**src/rtl/picomips_pkg.sv**
```systemverilog
// Shared types and instruction-field constants for the picoMips front end.
package picomips_pkg;

  typedef enum logic [1:0] {STG_FETCH, STG_DECODE, STG_EXEC, STG_WB} stage_t;

  localparam int INSTR_WIDTH = 13;

  localparam int FUNC_MSB = 12;
  localparam int FUNC_LSB = 6;
  localparam int IMM_MSB  = 5;

endpackage

```
**src/rtl/sync_ff.sv**
```systemverilog
// Multi-flop level synchroniser with synchronous active-high reset.
module sync_ff #(
  parameter int SYNC_STAGES = 2
) (
  input  logic clk,
  input  logic reset,
  input  logic d_i,
  output logic q_o
);

  logic [SYNC_STAGES-1:0] chain_q;

  always_ff @(posedge clk) begin
    if (reset) chain_q <= '0;
    else       chain_q <= {chain_q[SYNC_STAGES-2:0], d_i};
  end

  assign q_o = chain_q[SYNC_STAGES-1];

endmodule

```
**src/rtl/fetch_sequencer.sv**
```systemverilog
// picoMips fetch sequencer: PC, 4-phase stage counter, instruction register,
// handshake synchroniser, wrap pulse and saturating retired-instruction count.
module fetch_sequencer #(
  parameter int PC_WIDTH    = 5,
  parameter int INSTR_WIDTH = 13,
  parameter int SYNC_STAGES = 2,
  parameter int COUNT_WIDTH = 16
) (
  input  logic                   clk,
  input  logic                   reset,
  input  logic                   HandshakeIn,
  input  logic                   PCHold,
  input  logic [INSTR_WIDTH-1:0] ProgData,
  output logic [PC_WIDTH-1:0]    ProgAddr,
  output logic [INSTR_WIDTH-1:0] Instruction,
  output logic [1:0]             Stage,
  output logic                   Handshake,
  output logic                   Wrap,
  output logic [COUNT_WIDTH-1:0] Retired
);
  import picomips_pkg::*;

  stage_t                 stage_q;
  logic [PC_WIDTH-1:0]    pc_q;
  logic [INSTR_WIDTH-1:0] instr_q;
  logic                   wrap_q;
  logic [COUNT_WIDTH-1:0] retired_q;

  always_ff @(posedge clk) begin
    if (reset) begin
      stage_q   <= STG_FETCH;
      pc_q      <= '0;
      instr_q   <= '0;
      wrap_q    <= 1'b0;
      retired_q <= '0;
    end else begin
      stage_q <= stage_t'(stage_q + 2'd1);
      wrap_q  <= 1'b0;
      if (stage_q == STG_FETCH) instr_q <= ProgData;
      // PCHold is only meaningful on the writeback edge; a hold re-fetches the same word.
      if (stage_q == STG_WB && !PCHold) begin
        pc_q   <= pc_q + PC_WIDTH'(1);
        wrap_q <= (pc_q == '1);
        if (retired_q != '1) retired_q <= retired_q + COUNT_WIDTH'(1);
      end
    end
  end

  sync_ff #(.SYNC_STAGES(SYNC_STAGES)) u_hs_sync (
    .clk   (clk),
    .reset (reset),
    .d_i   (HandshakeIn),
    .q_o   (Handshake)
  );

  assign ProgAddr    = pc_q;
  assign Instruction = instr_q;
  assign Stage       = stage_q;
  assign Wrap        = wrap_q;
  assign Retired     = retired_q;

endmodule

```
**config.mk**
```make
export PLATFORM = sky130hd
export DESIGN_NAME = fetch_sequencer
export DESIGN_NICKNAME = d
export VERILOG_FILES = /design/src/rtl/picomips_pkg.sv /design/src/rtl/sync_ff.sv /design/src/rtl/fetch_sequencer.sv
export SDC_FILE = /design/constraint.sdc
export NUM_CORES = 1
export LEC_CHECK = 0
export ABC_AREA = 0
export CAP_MARGIN = 40
export CORE_ASPECT_RATIO = 1.1
export CORE_MARGIN = 5
export CORE_UTILIZATION = 40
export DETAILED_ROUTE_END_ITERATION = 16
export PLACE_DENSITY = 0.81
export REMOVE_ABC_BUFFERS = 1
export SETUP_SLACK_MARGIN = 0.2
export SYNTH_ARGS = -nofsm -noshare
export SYNTH_HDL_FRONTEND = slang
export SYNTH_SLANG_ARGS = --single-unit
```
**constraint.sdc**
```tcl
create_clock -name clk -period 4.05 [get_ports clk]
set_clock_uncertainty 0.2 [all_clocks]
set_input_delay 0.81 -clock clk [delete_from_list [all_inputs] [get_ports clk]]
set_output_delay 0.81 -clock clk [all_outputs]
set_load 0.03 [all_outputs]
```
==> impl_metrics.ini, run 1 <==
[placement]
numPortBuffers = 54
dpl.cell_count = 276
hpwl_um = 2650
gp_congestion = 0.741

[synthesis]
ys.flop_type = dfxtp_1
synth-edff-count = 0
async_flop_share_pct = 0
yosysUniqueCellTypes = 35
synth_seq_cells = 39
syn_area_sq_um = 1650
synth_cells = 176
ys_warn_count = 0
synth.avg_cell_area_sq_um = 9.36
synth.yosys.seq_area_share_pct = 47.4

[clocking]
cts_tree = built
clockRootBuffer = clkbuf_8
cts_buffers = 5
post_cts_resized = 0
cts_setup_buffers = 0
clock-sinks = 39
hold_buffers = 0
clk_pin_slew_ns = 0.07
clockBufferDepth = 2
worstSkewPairLatency_ns = 0.29
htreeDepth = 2

[layout]
area_growth_pct = 43.5
final_layout_size_suffix_gt1_share_pct = 7.76
layout_commonest_cell = clkdlybuf4s50_1
num-fill-cells = 371
layoutNonFillerInstCount = 284
layout_common_cells = 54 x clkdlybuf4s50_1, 39 x dfxtp_1, 25 x nor2_1
nets = 253
antenna_cells = 0

[route]
first_iter_violations = 81
viasPerCell = 5.09
route.detailed.drc = 0
vias = 1446
ant_nets = 0
wl_per_cell_um = 12.5
dr.pass1.iters = 4
wl_um = 3560

[sta]
hold_violations = 0
period_share_pct = 65.0
fin_crit_ns = 2.63
finalSetupViolations = 0
fmax_mhz = 380
rsz0062_at_grt = no
worst_pin_slew_ns = 0.763
drv_slew = 0
maxSlewHeadroom_pct = 49.2
finalSetupTns_ns = 0

[setup_path]
regToRegEndpoint = Retired[15]$_SDFFE_PP0P_
cp-start-kind = input pin
r2r_start = Stage[0]$_SDFF_PP0_
critPathKind = input pin to flip-flop
cp_slowest_stage_delay_ns = 0.50
end_kind = flip-flop
reg2reg_slack_ns = 1.87
cp_max_fo = 9
critical_path.cell_chain = clkdlybuf4s50_1 > nand4b_2 > or3_1 > or4_1 > a21oi_1
reg2reg_depth = 5
crit_slowest_cell = or3_1
arrival_ns = 2.66
worstSetupEndpoint = Retired[15]$_SDFFE_PP0P_
cp-startpoint = PCHold
required_ns = 4.07

[grt]
grt_use_total_pct = 13.5
grt_start_max_net_pins = 27
antenna_found_initial = 0
grt_pass1_vias = 1434
gr-total-overflow = 0
grt_pass1_wl_um = 6020

[run]
cap_viol_max_count = 0

[floorplanning]
pin_count = 55
start_util_pct = 41.6
rows = 24
core_area_sq_um = 3960
die_x_um = 71.2
die_area_sq_um = 5500
fp.dieH_um = 77.3

[power_and_ir_drop]
power_density_nw_per_um2 = 363
p_leak_nw = 0.902
peakVddDrop_mv = 0.216

[status]
status = finished, final reports clean

[worst_hold_path]
min_path_type = flip-flop to flip-flop
state kept, by name, summed over array words and instances (netlist names):
register / cells
Stage: 2
Wrap: 1
ProgAddr: 5
u_hs_sync.chain_q: 2
Retired: 16
Instruction: 13
cells by family after synthesis:
| kind of cell | count (synthesis) | share of synthesized area, % |
|---|---|---|
| AO/OA/AOI/OAI | 21 | 7.37 |
| XOR/XNOR | 4 | 2.13 |
| buffers and inverters | 12 | 2.88 |
| AND/OR/NAND/NOR | 76 | 24.6 |
| flip-flops | 39 | 47.4 |
| multiplexers | 19 | 11.8 |
| adder cells (fa/ha/maj) | 5 | 3.80 |
how the worst min path moves through the flow:
stage / startpoint / end / slack, ns / depth (start not counted)
after floorplan: u_hs_sync.chain_q[0]$_SDFF_PP0_ / u_hs_sync.chain_q[1]$_SDFF_PP0_ / 0.21 / 1
after global placement: u_hs_sync.chain_q[0]$_SDFF_PP0_ / u_hs_sync.chain_q[1]$_SDFF_PP0_ / 0.22 / 1
after detailed placement: u_hs_sync.chain_q[0]$_SDFF_PP0_ / u_hs_sync.chain_q[1]$_SDFF_PP0_ / 0.23 / 1
after CTS: u_hs_sync.chain_q[0]$_SDFF_PP0_ / u_hs_sync.chain_q[1]$_SDFF_PP0_ / 0.24 / 1
after global routing: u_hs_sync.chain_q[0]$_SDFF_PP0_ / u_hs_sync.chain_q[1]$_SDFF_PP0_ / 0.26 / 1
final: u_hs_sync.chain_q[0]$_SDFF_PP0_ / u_hs_sync.chain_q[1]$_SDFF_PP0_ / 0.24 / 1
through the flow:
stage	setup WS, ns	power [mW]	utilization (%)	hold WS [ns]	instance area, sq um
2_1_floorplan	1.50	0.475	-	0.214	1610
3_3_place_gp	1.15	0.530	56.3	0.225	2230
3_5_place_dp	1.12	0.533	56.7	0.228	2250
4_1_cts	1.43	0.871	59.7	0.245	2360
5_1_grt	1.37	0.896	59.7	0.259	2360
6_report	1.42	0.858	59.7	0.244	2360
worst max-delay path: cells and delay by family:
family	cells	cell delay, ns
compound gates	1	0.15
simple gates	3	1.26
buf+inv	1	0.44
power by group:
group | total, mW | switching, mW | leakage, nW | internal [mW]
clock | 0.335 | 0.136 | 0.0612 | 0.199
combinational | 0.117 | 0.0599 | 0.523 | 0.0574
sequential | 0.406 | 0.00795 | 0.318 | 0.398
total | 0.858 | 0.204 | 0.902 | 0.655
layer usage:
metal	GRT usage (%)	vias to the layer above	share of wire, %
met2	23.3	40	47
met5	0	-	0
met1	13.9	670	42
met3	6.67	5	8.8
met4	4.89	0	1.5
li1	-	731	-
final cells by class:
cell class	count	area (sq um)	area share [%]
inverter	3	11.3	0.476
timing repair buffer	57	571	24.1
multi-input combinational	125	820	34.7
clock inverter	2	35.0	1.48
tap	52	65.1	2.75
clock buffer	6	82.6	3.49
sequential	39	781	33.0
cell usage after synthesis, drive strengths merged, types with 2 or more instances:
| library cell | number | share of area, % |
|---|---|---|
| buf | 2 | 0.53 |
| mux2i | 15 | 9.1 |
| clkbuf | 7 | 1.7 |
| inv | 3 | 0.68 |
| and4 | 2 | 1.1 |
| nor4 | 3 | 1.1 |
| nor2 | 25 | 5.7 |
| or4 | 3 | 1.4 |
| a21oi | 11 | 3.3 |
| nor2b | 7 | 2.7 |
| o31ai | 3 | 1.4 |
| xor2 | 3 | 1.6 |
| o21ai | 4 | 1.2 |
| nor3 | 4 | 1.2 |
| and2 | 2 | 0.76 |
| nand2b | 3 | 1.1 |
| ha | 5 | 3.8 |
| or3 | 3 | 1.1 |
| nand4 | 6 | 2.3 |
| dfxtp | 39 | 47 |
| nand2 | 11 | 2.5 |
| mux2 | 4 | 2.7 |
Note: power is estimated with default switching activity, not from simulation.
==> run 2, diff against run 1 <==
Clock period 4.05 ns to 2.7 ns, I/O delays scaled along.
==> impl_metrics.ini, run 2 (synthesis gave the netlist of run 1 again) <==
[status]
status = finished, final reports clean

[layout]
nets = 255
layout_common_cells = 54 x clkdlybuf4s50_1, 39 x dfxtp_1, 25 x nor2_1
area_growth_pct = 41.8
layout_commonest_cell = clkdlybuf4s50_1
final_layout_size_suffix_gt1_share_pct = 7.69
largest_reg_flops = 16
antenna_cells = 0

[route]
drt-met1-wl_um = 1510
wl_met2_um = 1720
viasPerCell = 5.13
dr.pass1.iters = 4
wl_um = 3640
route.detailed.drc = 0
ant_nets = 0
vias = 1467
wl_met3_um = 362
routed.top_layer = met4
first_iter_violations = 81
wl_per_cell_um = 12.7

[setup_path]
reg2reg_slack_ns = 0.57
end_kind = flip-flop
crit_slowest_cell = or4_1
critPathKind = input pin to flip-flop
critical_path.cell_chain = clkdlybuf4s50_1 > nand4b_2 > or3_1 > or4_1 > a21oi_1
cp_slowest_stage_delay_ns = 0.50
required_ns = 2.71
cp_max_fo = 9
cp-start-kind = input pin
arrival_ns = 2.34

[clocking]
hold_buffers = 0
clockBufferDepth = 2
htreeDepth = 2
clk_pin_slew_ns = 0.07
cts_buffers = 5
cts_setup_buffers = 0
post_cts_resized = 0
cts_tree = built
clock-sinks = 39
worstSkewPairLatency_ns = 0.29
clockRootBuffer = clkbuf_8

[sta]
fmax_mhz = 430
fin_crit_ns = 2.33
finalSetupViolations = 0
drv_slew = 0
maxSlewHeadroom_pct = 49.8
rsz0062_at_grt = no
finalSetupTns_ns = 0
hold_violations = 0
fin_hold_ws_ns = 0.240
period_share_pct = 86.2
worst_pin_slew_ns = 0.753
worst_slack_ns = 0.374

[grt]
antenna_found_initial = 0
gr-total-overflow = 0
grt_use_total_pct = 14.0
grt_pass1_vias = 1450
grt_start_max_net_pins = 21
grt_pass1_wl_um = 6310

[power_and_ir_drop]
power_density_nw_per_um2 = 497
peakVddDrop_mv = 0.285
p_leak_nw = 0.890
total_power_mw = 1.16

[floorplanning]
die_x_um = 71.2
rows = 24
start_util_pct = 41.6
pin_count = 55
die_area_sq_um = 5500
core_area_sq_um = 3960
fp.dieH_um = 77.3

[worst_hold_path]
min_path_type = flip-flop to flip-flop

[placement]
pre_cts_ws_ns = 0.0697
gp_congestion = 0.738
hpwl_um = 2730
numPortBuffers = 54

[run]
cap_viol_max_count = 0
[run 2: cell count changes in the layout (fill, tap and decap cells not counted), sizes merged]
cell,previous run,this run
buf,3,5
bufinv,1,0
clkbuf,6,7
[run 2: through the flow]
stage	util (%)	area (sq um)	cells
floorplan	-	1610	167
global placement	56.9	2250	278
detailed placement	56.9	2250	278
CTS	58.9	2340	286
global route	58.9	2340	286
finish	58.9	2340	286
[run 2: critical path: cells and delay by family]
kind                   cells  cell delay (ns)
buffers and inverters      1             0.45
AOI/OAI and AO/OA          1             0.14
and+or+nand+nor            3             1.20
[run 2: path summary, 6_finish.rpt]
| check | cells past startpoint | from | end |
|---|---|---|---|
| worst max-delay path | 5 | PCHold | Retired[15]$_SDFFE_PP0P_ |
| worst min-delay path | 1 | u_hs_sync.chain_q[0]$_SDFF_PP0_ | u_hs_sync.chain_q[1]$_SDFF_PP0_ |
| worst max register to register | 5 | Stage[0]$_SDFF_PP0_ | Retired[15]$_SDFFE_PP0P_ |
| worst min register to register | 1 | u_hs_sync.chain_q[0]$_SDFF_PP0_ | u_hs_sync.chain_q[1]$_SDFF_PP0_ |
[run 2: routing by layer]
layer  GRT usage, %  vias up
met2           24.0       46
met1           15.1      680
met5              0        -
met4           4.51        0
met3           6.80        6
li1               -      735
[run 2: area by class of cell]
| cell class | instances | area [sq um] |
|---|---|---|
| timing repair buffer | 59 | 578 |
| sequential | 39 | 781 |
| clock inverter | 1 | 5.00 |
| inverter | 3 | 11.3 |
| tap | 52 | 65.1 |
| fill | 367 | 1630 |
| clock buffer | 7 | 76.3 |
| multi-input combinational | 125 | 820 |
[run 2: report_power, final]
part           internal, mW  total (mW)  switching (mW)
logic                0.0850       0.174          0.0892
clock network         0.181       0.378           0.197
registers             0.597       0.609          0.0120
